[src/rtl/hostctrl_loader_if.sv]
// rtl/hostctrl_loader_if.sv - host byte handshake plus Wishbone write port of the loader
interface hostctrl_loader_if #(
    parameter int ADR_WIDTH = 32
);
    logic [7:0]           hostctrl_data;
    logic                 hostctrl_valid;
    logic                 hostctrl_done;
    logic                 hostctrl_ack_data;
    logic                 hostctrl_ack;
    logic [ADR_WIDTH-1:0] wb_adr_o;
    logic [31:0]          wb_dat_o;
    logic [3:0]           wb_sel_o;
    logic                 wb_we_o;
    logic                 wb_cyc_o;
    logic                 wb_stb_o;
    logic [2:0]           wb_cti_o;
    logic [1:0]           wb_bte_o;
    logic [31:0]          wb_dat_i;
    logic                 wb_ack_i;
    logic                 wb_err_i;

    modport master (
        input  hostctrl_data, hostctrl_valid, hostctrl_done,
        input  wb_dat_i, wb_ack_i, wb_err_i,
        output hostctrl_ack_data, hostctrl_ack,
        output wb_adr_o, wb_dat_o, wb_sel_o, wb_we_o, wb_cyc_o, wb_stb_o, wb_cti_o, wb_bte_o
    );

    modport slave (
        output hostctrl_data, hostctrl_valid, hostctrl_done,
        output wb_dat_i, wb_ack_i, wb_err_i,
        input  hostctrl_ack_data, hostctrl_ack,
        input  wb_adr_o, wb_dat_o, wb_sel_o, wb_we_o, wb_cyc_o, wb_stb_o, wb_cti_o, wb_bte_o
    );
endinterface

[src/rtl/hostctrl_loader.sv]
// rtl/hostctrl_loader.sv - assembles 8 host bytes into address/data words and writes them over Wishbone
module hostctrl_loader #(
    parameter int WB_TIMEOUT = 256,
    parameter int ADR_WIDTH  = 32
) (
    input  logic                 wb_clk_i,
    input  logic                 wb_rst_n_i,
    hostctrl_loader_if.master    bus,
    output logic                 cpu_rst_o,
    output logic                 load_err_o,
    output logic [31:0]          word_cnt_o
);
    typedef enum logic [2:0] {
        RX,
        RX_RELEASE,
        WB_WRITE,
        WORD_ACK,
        DONE
    } state_t;

    localparam int TMO_W = $clog2(WB_TIMEOUT + 1);
    localparam int AW_CP = (ADR_WIDTH < 32) ? ADR_WIDTH : 32;

    state_t              state, state_nxt;
    logic [3:0]          byte_idx, byte_idx_nxt;
    logic [7:0][7:0]     word_buf, word_buf_nxt;
    logic [TMO_W-1:0]    tmo_cnt, tmo_cnt_nxt;
    logic [31:0]         word_cnt_nxt;
    logic                load_err_nxt;
    logic                ack_data_q, ack_data_nxt;

    logic [31:0]          wr_adr;
    logic [31:0]          wr_dat;
    logic [ADR_WIDTH-1:0] adr_ext;
    logic                 misaligned;
    logic                 bus_active;
    logic                 unused_dat;

    // Slot 0 lands in the least significant byte, so the packed halves are already little-endian words.
    assign wr_adr     = word_buf[3:0];
    assign wr_dat     = word_buf[7:4];
    assign misaligned = (wr_adr[1:0] != 2'b00);
    assign bus_active = (state == WB_WRITE) && !misaligned;
    assign unused_dat = ^bus.wb_dat_i;

    always_comb begin
        adr_ext              = '0;
        adr_ext[AW_CP-1:0]   = wr_adr[AW_CP-1:0];
    end

    always_ff @(posedge wb_clk_i or negedge wb_rst_n_i) begin
        if (!wb_rst_n_i) begin
            state      <= RX;
            byte_idx   <= '0;
            word_buf   <= '0;
            tmo_cnt    <= '0;
            word_cnt_o <= '0;
            load_err_o <= 1'b0;
            ack_data_q <= 1'b0;
        end else begin
            state      <= state_nxt;
            byte_idx   <= byte_idx_nxt;
            word_buf   <= word_buf_nxt;
            tmo_cnt    <= tmo_cnt_nxt;
            word_cnt_o <= word_cnt_nxt;
            load_err_o <= load_err_nxt;
            ack_data_q <= ack_data_nxt;
        end
    end

    always_comb begin
        state_nxt    = state;
        byte_idx_nxt = byte_idx;
        word_buf_nxt = word_buf;
        tmo_cnt_nxt  = tmo_cnt;
        word_cnt_nxt = word_cnt_o;
        load_err_nxt = load_err_o;
        ack_data_nxt = 1'b0;

        case (state)
            RX: begin
                if (bus.hostctrl_done && (byte_idx == 4'd0)) begin
                    state_nxt = DONE;
                end else if (bus.hostctrl_valid) begin
                    word_buf_nxt[byte_idx[2:0]] = bus.hostctrl_data;
                    byte_idx_nxt                = byte_idx + 4'd1;
                    ack_data_nxt                = 1'b1;
                    state_nxt                   = RX_RELEASE;
                end
            end
            // Waiting for valid to drop is what keeps a held-high byte from being captured twice.
            RX_RELEASE: begin
                if (!bus.hostctrl_valid) begin
                    if (byte_idx == 4'd8) begin
                        byte_idx_nxt = '0;
                        tmo_cnt_nxt  = '0;
                        state_nxt    = WB_WRITE;
                    end else begin
                        state_nxt = RX;
                    end
                end
            end
            WB_WRITE: begin
                if (misaligned || bus.wb_err_i) begin
                    load_err_nxt = 1'b1;
                    state_nxt    = WORD_ACK;
                end else if (bus.wb_ack_i) begin
                    word_cnt_nxt = word_cnt_o + 32'd1;
                    state_nxt    = WORD_ACK;
                end else if (tmo_cnt == TMO_W'(WB_TIMEOUT - 1)) begin
                    load_err_nxt = 1'b1;
                    state_nxt    = WORD_ACK;
                end else begin
                    tmo_cnt_nxt = tmo_cnt + 1'b1;
                end
            end
            WORD_ACK: begin
                state_nxt = RX;
            end
            DONE: begin
                state_nxt = DONE;
            end
            default: begin
                state_nxt = RX;
            end
        endcase
    end

    // Bus strobes decode straight from the state register so the async reset drops them at once.
    assign bus.wb_cyc_o          = bus_active;
    assign bus.wb_stb_o          = bus_active;
    assign bus.wb_we_o           = bus_active;
    assign bus.wb_sel_o          = bus_active ? 4'hF : 4'h0;
    assign bus.wb_cti_o          = 3'b000;
    assign bus.wb_bte_o          = 2'b00;
    assign bus.wb_adr_o          = bus_active ? adr_ext : '0;
    assign bus.wb_dat_o          = bus_active ? wr_dat : 32'd0;
    assign bus.hostctrl_ack_data = ack_data_q;
    assign bus.hostctrl_ack      = (state == WORD_ACK);
    assign cpu_rst_o             = (state != DONE);
endmodule

[src/flat_wrapper.sv]
// flat-port wrapper written by rule: the top's interface ports become plain ports
module hostctrl_loader_flat 
#(
    parameter int WB_TIMEOUT = 256,
    parameter int ADR_WIDTH  = 32
)
  (wb_clk_i, wb_rst_n_i, cpu_rst_o, load_err_o, word_cnt_o, bus_hostctrl_data, bus_hostctrl_valid, bus_hostctrl_done, bus_wb_dat_i, bus_wb_ack_i, bus_wb_err_i, bus_hostctrl_ack_data, bus_hostctrl_ack, bus_wb_adr_o, bus_wb_dat_o, bus_wb_sel_o, bus_wb_we_o, bus_wb_cyc_o, bus_wb_stb_o, bus_wb_cti_o, bus_wb_bte_o);
  hostctrl_loader_if #(.ADR_WIDTH(ADR_WIDTH)) bus_i ();
  input  logic wb_clk_i;
  input  logic wb_rst_n_i;
  output logic cpu_rst_o;
  output logic load_err_o;
  output logic [31:0] word_cnt_o;
  input wire logic [$bits(bus_i.hostctrl_data)-1:0] bus_hostctrl_data;
  input wire logic [$bits(bus_i.hostctrl_valid)-1:0] bus_hostctrl_valid;
  input wire logic [$bits(bus_i.hostctrl_done)-1:0] bus_hostctrl_done;
  input wire logic [$bits(bus_i.wb_dat_i)-1:0] bus_wb_dat_i;
  input wire logic [$bits(bus_i.wb_ack_i)-1:0] bus_wb_ack_i;
  input wire logic [$bits(bus_i.wb_err_i)-1:0] bus_wb_err_i;
  output wire logic [$bits(bus_i.hostctrl_ack_data)-1:0] bus_hostctrl_ack_data;
  output wire logic [$bits(bus_i.hostctrl_ack)-1:0] bus_hostctrl_ack;
  output wire logic [$bits(bus_i.wb_adr_o)-1:0] bus_wb_adr_o;
  output wire logic [$bits(bus_i.wb_dat_o)-1:0] bus_wb_dat_o;
  output wire logic [$bits(bus_i.wb_sel_o)-1:0] bus_wb_sel_o;
  output wire logic [$bits(bus_i.wb_we_o)-1:0] bus_wb_we_o;
  output wire logic [$bits(bus_i.wb_cyc_o)-1:0] bus_wb_cyc_o;
  output wire logic [$bits(bus_i.wb_stb_o)-1:0] bus_wb_stb_o;
  output wire logic [$bits(bus_i.wb_cti_o)-1:0] bus_wb_cti_o;
  output wire logic [$bits(bus_i.wb_bte_o)-1:0] bus_wb_bte_o;
  assign bus_i.hostctrl_data = bus_hostctrl_data;
  assign bus_i.hostctrl_valid = bus_hostctrl_valid;
  assign bus_i.hostctrl_done = bus_hostctrl_done;
  assign bus_i.wb_dat_i = bus_wb_dat_i;
  assign bus_i.wb_ack_i = bus_wb_ack_i;
  assign bus_i.wb_err_i = bus_wb_err_i;
  assign bus_hostctrl_ack_data = bus_i.hostctrl_ack_data;
  assign bus_hostctrl_ack = bus_i.hostctrl_ack;
  assign bus_wb_adr_o = bus_i.wb_adr_o;
  assign bus_wb_dat_o = bus_i.wb_dat_o;
  assign bus_wb_sel_o = bus_i.wb_sel_o;
  assign bus_wb_we_o = bus_i.wb_we_o;
  assign bus_wb_cyc_o = bus_i.wb_cyc_o;
  assign bus_wb_stb_o = bus_i.wb_stb_o;
  assign bus_wb_cti_o = bus_i.wb_cti_o;
  assign bus_wb_bte_o = bus_i.wb_bte_o;
  hostctrl_loader #(.WB_TIMEOUT(WB_TIMEOUT), .ADR_WIDTH(ADR_WIDTH)) u_core (.wb_clk_i(wb_clk_i), .wb_rst_n_i(wb_rst_n_i), .bus(bus_i), .cpu_rst_o(cpu_rst_o), .load_err_o(load_err_o), .word_cnt_o(word_cnt_o));
endmodule
[config.mk]
export PLATFORM = sky130hd
export DESIGN_NAME = hostctrl_loader_flat
export DESIGN_NICKNAME = d
export VERILOG_FILES = /design/src/rtl/hostctrl_loader_if.sv /design/src/rtl/hostctrl_loader.sv /design/src/flat_wrapper.sv
export SDC_FILE = /design/constraint.sdc
export NUM_CORES = 1
export LEC_CHECK = 0
export ABC_AREA = 1
export BUFFER_PORTS_ARGS = -buffer_cell sky130_fd_sc_hd__buf_4
export CAP_MARGIN = 10
export CORE_UTILIZATION = 59
export CTS_BUF_LIST = sky130_fd_sc_hd__clkbuf_4
export DETAILED_ROUTE_END_ITERATION = 7
export PLACE_DENSITY = 0.85
export SLEW_MARGIN = 40
export SYNTH_ARGS = -nofsm -noshare
export SYNTH_HDL_FRONTEND = slang
export SYNTH_SLANG_ARGS = --single-unit
export TNS_END_PERCENT = 100
[constraint.sdc]
create_clock -name wb_clk_i -period 2.8 [get_ports wb_clk_i]
set_input_delay 0.28 -clock wb_clk_i [delete_from_list [all_inputs] [get_ports wb_clk_i]]
set_output_delay 0.28 -clock wb_clk_i [all_outputs]
set_load 0.02 [all_outputs]
Yosys cells after proc, flatten, opt, wreduce, memory -nomap -nowiden
Cells that the tools add are included.
{"block": "word_totals", "register_bits": 114, "latch_bits": 0, "ramBits": 0, "rom_bits": 0, "in_bits": 46, "out_inout_bits": 112, "word_cells": 86, "memories": 0}
{"block": "op_classes", "n_addsub": 3, "multipliers": 0, "n_div": 0, "n_lt_le_gt_ge": 2, "eq_ne": 17, "n_shift": 0, "mux": 31, "n_bitwise": 2, "n_reduce_logical": 17}
{"operator": "$bwmux W64", "n": 1}
{"operator": "$mux W32", "n": 2}
{"operator": "$mux W9", "n": 5}
{"operator": "$add A32 B1 Y32 const B", "n": 1}
{"operator": "$demux W8 S3", "n": 1}
{"operator": "$mux W4", "n": 5}
{"operator": "$mux W3", "n": 6}
{"operator": "$pmux W9 S2", "n": 1}
{"operator": "$ne A2 B2 Y1 const B", "n": 6}
{"operator": "$pmux W3 S4", "n": 1}
{"operator": "$reduce_and A3 Y1", "n": 4}
{"operator": "$add A9 B1 Y9 const B", "n": 1}
{"operator": "$eq A9 B8 Y1 const B", "n": 1}
{"operator": "$mux W8", "n": 1}
{"operator": "$pmux W4 S2", "n": 1}
{"operator": "$reduce_bool A2 Y1", "n": 4}
{"operator": "$eq A3 B2 Y1 const B", "n": 2}
{"operator": "$mux W1", "n": 6}
{"operator": "$reduce_and A6 Y1", "n": 1}
{"operator": "$reduce_and A5 Y1", "n": 1}
{"operator": "$add A4 B1 Y4 const B", "n": 1}
{"operator": "$eq A4 B4 Y1 const B", "n": 1}
{"operator": "$logic_not A4 Y1", "n": 1}
{"operator": "$lt A3 B4 Y1 const B", "n": 1}
{"operator": "other kinds (13)", "n": 17}

Longest topological paths before layout
Gate-level depths: netlist (run 1).
{"block": "logic_depth", "depth_word": 5, "depth_mapped": 12, "ltp_nobuf": 12}

Worst setup path after synthesis (run 1)
No wires, ideal clock.
{"block": "synth_timing", "path_type": "register to output", "start": "register u_core.state[2]", "end": "output port bus_wb_sel_o[0]", "t_arrival_ns": 1.480, "required_ns": 2.520, "setup_slack_ns": 1.040, "path_stages_with_launch": 8, "n_path_buf": 2, "cell_sequence": "dfrtp_1 -> inv_2 -> nand3_2 -> inv_2 -> nand2_1 -> buf_2 -> inv_1 -> buf_4"}
{"block": "synth_between", "elab_chain_len": 3}
{"element": "start: declaration", "line": "hostctrl_loader.sv:24", "text": "state_t state, state_nxt;"}
{"element": "start signal: assignment", "line": "hostctrl_loader.sv:61", "text": "state <= state_nxt;"}
{"element": "$eq A3 B2 Y1", "line": "hostctrl_loader.sv:43", "text": "assign bus_active = (state == WB_WRITE) && !misaligned;"}
{"element": "$logic_and A1 B1 Y1", "line": "hostctrl_loader.sv:43"}
{"element": "net bus_wb_cyc_o", "line": "flat_wrapper.sv:26", "text": "output wire logic [$bits(bus_i.wb_cyc_o)-1:0] bus_wb_cyc_o;"}
{"element": "$mux W4", "line": "hostctrl_loader.sv:133", "text": "assign bus.wb_sel_o = bus_active ? 4'hF : 4'h0;"}
{"element": "end: declaration", "line": "flat_wrapper.sv:24", "text": "output wire logic [$bits(bus_i.wb_sel_o)-1:0] bus_wb_sel_o;"}
The timed path passes the listed nets, and every way through them passes these cells.

Worst setup path in the final report (run 1)
{"block": "layout_timing", "start": "register u_core.state[0]", "end": "output port bus_wb_adr_o[30]"}
{"block": "layout_between", "elab_chain_len": 3}
{"element": "$eq A3 B2 Y1", "line": "hostctrl_loader.sv:43"}
{"element": "$logic_and A1 B1 Y1", "line": "hostctrl_loader.sv:43"}
{"element": "$mux W32", "line": "hostctrl_loader.sv:136", "text": "assign bus.wb_adr_o = bus_active ? adr_ext : '0;"}
{"element": "end: declaration", "line": "flat_wrapper.sv:22", "text": "output wire logic [$bits(bus_i.wb_adr_o)-1:0] bus_wb_adr_o;"}
Every way passes these cells.

==> results of run 1 <==
[worst register-to-register path: stages, from the launching register on]
cell and delay [ps]:
dfrtp_1 510, inv_1 140, ha_1 270, nand4_4 120
nand2_2 90, nor2_4 370, nand2_1 400, nand2_1 150
o21ai_0 100
[layer usage]
metal | track usage, % | vias to the layer above | part of all wire, %
met2 | 45.4 | 148 | 48
met4 | 13.1 | 0 | 2.2
met5 | 0 | - | 0
met3 | 6.16 | 30 | 4.3
li1 | - | 2529 | -
met1 | 39.7 | 2413 | 45
[registers in the layout (all words and copies together), names as in the netlist]
signal                        cells
u_core.adr_ext                   32
u_core.bus.hostctrl_ack_data      1
u_core.byte_idx                   4
u_core.load_err_o                 1
u_core.state                      3
u_core.tmo_cnt                    9
u_core.word_buf                  32
u_core.word_cnt_o                32
[final cells by class]
cell class	count	share of cell area [%]
inverters	130	6.89
clock inverters	9	1.27
repair buffers	125	13.5
flip-flops and latches	114	40.3
multi-input cells	485	33.4
clock buffers	22	2.33
well taps	133	2.35
[how the worst min path moves through the flow]
stage	endpoint	slack, ps
5_1_grt	u_core.state[2]$_DFFE_PN0P_	80
4_1_cts	u_core.state[2]$_DFFE_PN0P_	70
3_5_place_dp	u_core.adr_ext[20]$_DFFE_PN0P_	430
3_3_place_gp	u_core.adr_ext[20]$_DFFE_PN0P_	420
2_1_floorplan	u_core.adr_ext[0]$_DFFE_PN0P_	-20
6_report	u_core.state[2]$_DFFE_PN0P_	100
[report_power, final]
| group | internal, mW | switching (mW) | total [mW] |
|---|---|---|---|
| clock | 0.559 | 0.590 | 1.15 |
| sequential | 2.03 | 0.247 | 2.28 |
| combinational | 0.415 | 0.726 | 1.14 |
[cell families (layout without fill, tap and decap cells)]
group	count (synthesis)	count (layout)	synth area share, %
buf+inv	160	286	12.4
fa+ha+maj	5	5	1.06
simple gates	369	369	26.9
other cells	1	7	0.0632
compound gates	83	83	8.31
flops	114	114	48.1
xor+xnor	21	21	3.10
[metrics by stage]
stage | utilization, % | std cells | instance area [um2] | hold slack, ps
2_1_floorplan | - | 759 | 5950 | -15.6
3_3_place_gp | 69.7 | 986 | 6810 | 420
3_5_place_dp | 69.7 | 986 | 6810 | 430
4_1_cts | 72.4 | 1018 | 7080 | 69.8
5_1_grt | 72.5 | 1018 | 7080 | 76.1
6_report | 72.5 | 1018 | 7080 | 104
[cell usage in the layout, fill, tap and decap left out, types with 2 or more instances in the layout]
cell       count
bufinv_16      2
nor2_1       107
xor2_1        10
inv_2          5
nor2_4         3
nand2_1      189
buf_4        122
conb_1         7
nor2_2         3
ha_1           5
o21bai_1       2
xnor2_1       11
o21ai_1       43
o21ai_0       15
nand3b_1       8
clkinv_2       3
nand3_1       31
nand2_2        3
nor3_1         8
inv_1        125
clkbuf_4      22
o22ai_1        2
nand2_4        7
clkinv_1       4
dfrtp_1      114
o21ai_2       16
nand4_1        7
==> flow_metrics.env, run 1 <==
export IMPL_status="completed"
export IMPL_period_share_pct=93.2
export IMPL_cts_buffers=17
export IMPL_maxSlewViolCount=0
export IMPL_synth_area_leaders="dfrtp_1 (48%), nand2_1 (12%), inv_1 (7.9%), nor2_1 (6.8%), o21ai_1 (3.6%)"
export IMPL_grt_ovfl_total=0
export IMPL_fin_crit_ps=2610
export IMPL_power_per_cell_area_nw_per_um2=645
export IMPL_ant_nets=0
export IMPL_cap_violations=0
export IMPL_yosys_warnings=0
export IMPL_first_global_vias=4942
export IMPL_routedWlPerCell_um=13.7
export IMPL_async_reset_ff_share_pct=100
export IMPL_clkTransAtPathRegs_ps=110
export IMPL_finalHoldViolCount=0
export IMPL_antenna_found_initial=0
export IMPL_first_iter_violations=263
export IMPL_cpMostUsedCell="inv_2"
export IMPL_startpoint_type="register"
export IMPL_syn_area_um2=5930
export IMPL_grt_max_degree=67
export IMPL_nets=924
export IMPL_skew_ps=17.0
export IMPL_grtUsageTotal_pct=29.2
export IMPL_cts_htree_levels=4
export IMPL_initial_utilization_pct=60.7
export IMPL_cts_root_buf="clkbuf_4"
export IMPL_finalSetupViolCount=0
export IMPL_syn_area_per_cell_um2=7.87
export IMPL_ctsResizeCount=0
export IMPL_die_area_um2=10500
export IMPL_place_congestion=0.903
export IMPL_leakagePower_nw=3.72
export IMPL_rows=36
export IMPL_cts_tree="yes"
export IMPL_place_worst_setup_slack_ps=550
export IMPL_cts_sinks=114
export IMPL_slowest_stage="dfrtp_1"
export IMPL_rrSetupSlack_ps=520
export IMPL_seqCellArea_um2=2850
export IMPL_rr_startpoint="u_core.byte_idx[0]$_DFFE_PN0P_"
export IMPL_area_growth_pct=19.5
export IMPL_yosysTopAreaCellShare_pct=48.1
export IMPL_io_buffers=118
export IMPL_multi_input_area_um2=2360
export IMPL_die_w_um=102
export IMPL_ios=158
export IMPL_fin_ws_ps=191
export IMPL_vdd_drop_max_mv=0.400
export IMPL_fillers=778
export IMPL_diodes=0
export IMPL_cp_arrival_ps=2330
export IMPL_cp_top_family="buffers and inverters"
export IMPL_required_ps=2520
export IMPL_drt_total_wl_mm=13.9
export IMPL_yosysMostFrequentCell="nand2_1"
export IMPL_critPathMaxStageDelay_ps=440
export IMPL_syn_inst=753
export IMPL_r2r_end="u_core.adr_ext[14]$_DFFE_PN0P_"
export IMPL_synth_seq_cells=114
export IMPL_yosysSeqAreaShare_pct=48.1
export IMPL_dr_pass1_iters=4
export IMPL_cp_depth=7
export IMPL_critical_path_max_fanout=42
export IMPL_r2r_worst_path_cells=8
export IMPL_cts_setup_buffers=0
export IMPL_drc=0
export IMPL_cts_buffer_depth=2
export IMPL_synth_edf_count=0
export IMPL_yosysTopAreaCell="dfrtp_1"
export IMPL_hold_class="in2reg"
export IMPL_fin_tns_setup_ps=0
export IMPL_slew_headroom_pct=60.2
export IMPL_postCtsHoldBufs=1
export IMPL_cp_buffers_inverters=4
export IMPL_synth_top_flop_cell="dfrtp_1"
export IMPL_ys_types=34
export IMPL_cp_startpoint="u_core.state[0]$_DFFE_PN0P_"
export IMPL_crit_chain="inv_2 > nand3_2 > inv_2 > nand2_2 > buf_12 > nor2_1 > buf_4"
export IMPL_grt_pass1_wl_mm=23.2
export IMPL_core_area_um2=9770
export IMPL_rsz0062_at_grt="no"
export IMPL_clk_latency_ps=520
export IMPL_ys_top_cells_by_count="nand2_1 (190), inv_1 (125), dfrtp_1 (114)"
export IMPL_critPathCapture="bus_wb_adr_o[30]"
export IMPL_dp_hpwl_mm=10.0
export IMPL_total_power_mw=4.57
export IMPL_crit_type="reg2out"
export IMPL_worstSetupEndpointType="output pin"
export IMPL_tightest_slew_ps=597
export IMPL_drive_gt1_share_pct=21.6
export IMPL_dieHeight_um=102
export IMPL_min_from="bus_hostctrl_done"
export IMPL_hold_depth=3
export IMPL_viasPerCell=5.03
export IMPL_max_freq_mhz=383
export IMPL_vias=5120
Note: power is estimated with default switching activity, not from simulation.
==> run 2: changes to the inputs <==
--- a/config.mk
+++ b/config.mk
@@ -9,8 +9,9 @@
 export BUFFER_PORTS_ARGS = -buffer_cell sky130_fd_sc_hd__buf_4
 export CAP_MARGIN = 10
+export CORE_MARGIN = 1.5
 export CORE_UTILIZATION = 59
 export CTS_BUF_LIST = sky130_fd_sc_hd__clkbuf_4
 export DETAILED_ROUTE_END_ITERATION = 7
-export PLACE_DENSITY = 0.85
+export PLACE_DENSITY = 0.88
 export SLEW_MARGIN = 40
 export SYNTH_ARGS = -nofsm -noshare
==> constraint.sdc (replaced) <==
create_clock -name wb_clk_i -period 2.8 [get_ports wb_clk_i]
set_input_delay 0.14 -clock wb_clk_i [delete_from_list [all_inputs] [get_ports wb_clk_i]]
set_output_delay 0.14 -clock wb_clk_i [all_outputs]
set_load 0.02 [all_outputs]
==> run 2 against run 1 <==
- flip-flop and latch count unchanged
- register-to-register slack got worse by 60 ps
- via count decreased by 1.6%
- clock skew increased by 9.7 ps
- total power increased by 4.2%
- clock power increased by 18%
- largest cell class unchanged
- global-route usage decreased by 3.3 points
- core utilization increased by 0.63 points
- worst setup slack improved by 270 ps
- sequential share of layout area decreased by 0.35 points
- routed wire length decreased by 5.4%
- die area increased by 2.0%
==> flow_metrics.env, run 2 (same netlist as run 1, synthesis figures left out) <==
export IMPL_status="completed"
export IMPL_core_area_um2=9770
export IMPL_clk_latency_ps=500
export IMPL_clkTransAtPathRegs_ps=120
export IMPL_swShare_pct=35.1
export IMPL_die_w_um=103
export IMPL_maxSlewViolCount=0
export IMPL_place_worst_setup_slack_ps=512
export IMPL_worstSetupEndpointType="register"
export IMPL_fin_util_pct=73.1
export IMPL_placed_area_um2=6800
export IMPL_cts_htree_levels=4
export IMPL_period_share_pct=83.7
export IMPL_dp_cells=983
export IMPL_first_iter_violations=242
export IMPL_cts_tree="yes"
export IMPL_fillers=797
export IMPL_finalHoldViolCount=0
export IMPL_slew_headroom_pct=52.8
export IMPL_leakagePower_nw=3.73
export IMPL_cts_buffer_depth=2
export IMPL_drc=0
export IMPL_required_ps=3160
export IMPL_routedWlPerCell_um=13.0
export IMPL_cts_buffers=17
export IMPL_fin_crit_ps=2340
export IMPL_hold_class="in2reg"
export IMPL_seqCellArea_um2=2850
export IMPL_finalSetupViolCount=0
export IMPL_dr_pass1_iters=4
export IMPL_antenna_found_initial=0
export IMPL_mostFrequentLayoutCells="nand2_1 (189), inv_1 (125), buf_4 (119), dfrtp_1 (114), nor2_1 (107)"
export IMPL_first_global_vias=4504
export IMPL_fin_ws_ps=457
export IMPL_cp_arrival_ps=2700
export IMPL_vdd_drop_max_mv=0.472
export IMPL_grt_pass1_wl_mm=21.3
export IMPL_cap_violations=0
export IMPL_place_congestion=0.845
export IMPL_crit_type="reg2reg"
export IMPL_ios=158
export IMPL_initial_utilization_pct=60.7
export IMPL_max_freq_mhz=427
export IMPL_grtUsageTotal_pct=25.9
export IMPL_dieHeight_um=103
export IMPL_nets=922
export IMPL_clock_power_share_pct=28.6
export IMPL_sequentialPowerShare_pct=48.0
export IMPL_die_area_um2=10700
export IMPL_slowest_stage="dfrtp_1"
export IMPL_cts_root_buf="clkbuf_4"
export IMPL_stdcell_count=1017
export IMPL_crit_chain="inv_1 > ha_1 > nand4_4 > nand2_2 > nor2_4 > nand2_1 > nand2_1 > o21ai_0"
export IMPL_critPathMaxStageDelay_ps=500
export IMPL_cts_sinks=114
export IMPL_hold_ws_ps=40.8
export IMPL_ant_nets=0
export IMPL_p_sw_mw=1.67
export IMPL_cpMostUsedCell="nand2_1"
export IMPL_total_power_mw=4.76
export IMPL_power_per_cell_area_nw_per_um2=666
export IMPL_intPower_mw=3.09
export IMPL_rsz0062_at_grt="no"
export IMPL_p_comb_share_pct=23.4
export IMPL_drive_gt1_share_pct=21.8
export IMPL_cts_setup_buffers=0
export IMPL_io_buffers=118
export IMPL_grt_max_degree=59
export IMPL_viasPerCell=4.95
export IMPL_startpoint_type="register"
export IMPL_layout_commonest_cell="nand2_1"
export IMPL_fin_tns_setup_ps=0
export IMPL_tightest_slew_ps=708
export IMPL_critical_path_max_fanout=16
export IMPL_grt_ovfl_total=0
export IMPL_dp_hpwl_mm=9.43
export IMPL_diodes=0
export IMPL_drt_total_wl_mm=13.2
export IMPL_multi_input_area_um2=2360
export IMPL_final_area_um2=7140
export IMPL_vias=5038
export IMPL_rows=36
export IMPL_area_growth_pct=20.5
export IMPL_skew_ps=26.8
[run 2: cell types whose count changed in the layout (fill, tap and decap cells not counted), sizes merged]
cell / delta
buf: -3
bufinv: +1
clkbuf: -5
clkinv: -5
clkinvlp: +1
dlygate4sd3: +1
inv: +9
[run 2: metal layers]
layer,up-vias,global-route usage (%),share of wire [%],wire [um]
met5,-,0,0,0
met4,0,9.15,2.0,259
met3,22,5.31,3.6,471
met2,116,38.7,47,6200
met1,2375,37.9,47,6260
li1,2525,-,-,-
[run 2: what timing repair did]
action,CTS,global route
hold buffers,2,0
gates resized for setup,0,0
hold endpoints to repair,57,0
[run 2: final cells by class]
class / count / area share [%]
sequential: 114 / 39.9
multi-input combinational: 485 / 33.1
timing repair buffer: 123 / 13.3
inverter: 130 / 6.83
clock inverter: 15 / 2.70
tap: 133 / 2.33
clock buffer: 17 / 1.79
[run 2: path summary, 6_finish.rpt]
check	from	to	slack [ps]	cells past startpoint
hold reg to reg	u_core.word_buf[49]$_DFFE_PN0P_	u_core.word_buf[49]$_DFFE_PN0P_	490	2
max in group asynchronous	wb_rst_n_i	u_core.word_cnt_o[25]$_DFFE_PN0P_	1800	3
setup / recovery	u_core.byte_idx[0]$_DFFE_PN0P_	u_core.adr_ext[15]$_DFFE_PN0P_	460	8
hold / removal	bus_hostctrl_valid	u_core.state[1]$_DFFE_PN0P_	40	4
setup reg to reg	u_core.byte_idx[0]$_DFFE_PN0P_	u_core.adr_ext[15]$_DFFE_PN0P_	460	8
min in group asynchronous	wb_rst_n_i	u_core.adr_ext[18]$_DFFE_PN0P_	230	2
[run 2: power by group through the flow]
stage                     registers (mW)  clock network [mW]  logic (mW)
after floorplan                     2.25                   0       0.913
after global placement              2.30                   0        1.06
after detailed placement            2.30                   0        1.12
after CTS                           2.28                1.39        1.12
after global routing                2.33                1.47        1.29
final                               2.28                1.36        1.11
[run 2: worst max-delay path: cells and delay by family (launching register included)]
family / cells / cell delay [ps]
and+or+nand+nor: 5 / 1180
DFF: 1 / 500
adders and majority gates: 1 / 270
buffers and inverters: 1 / 140
AOI/OAI and AO/OA: 1 / 110
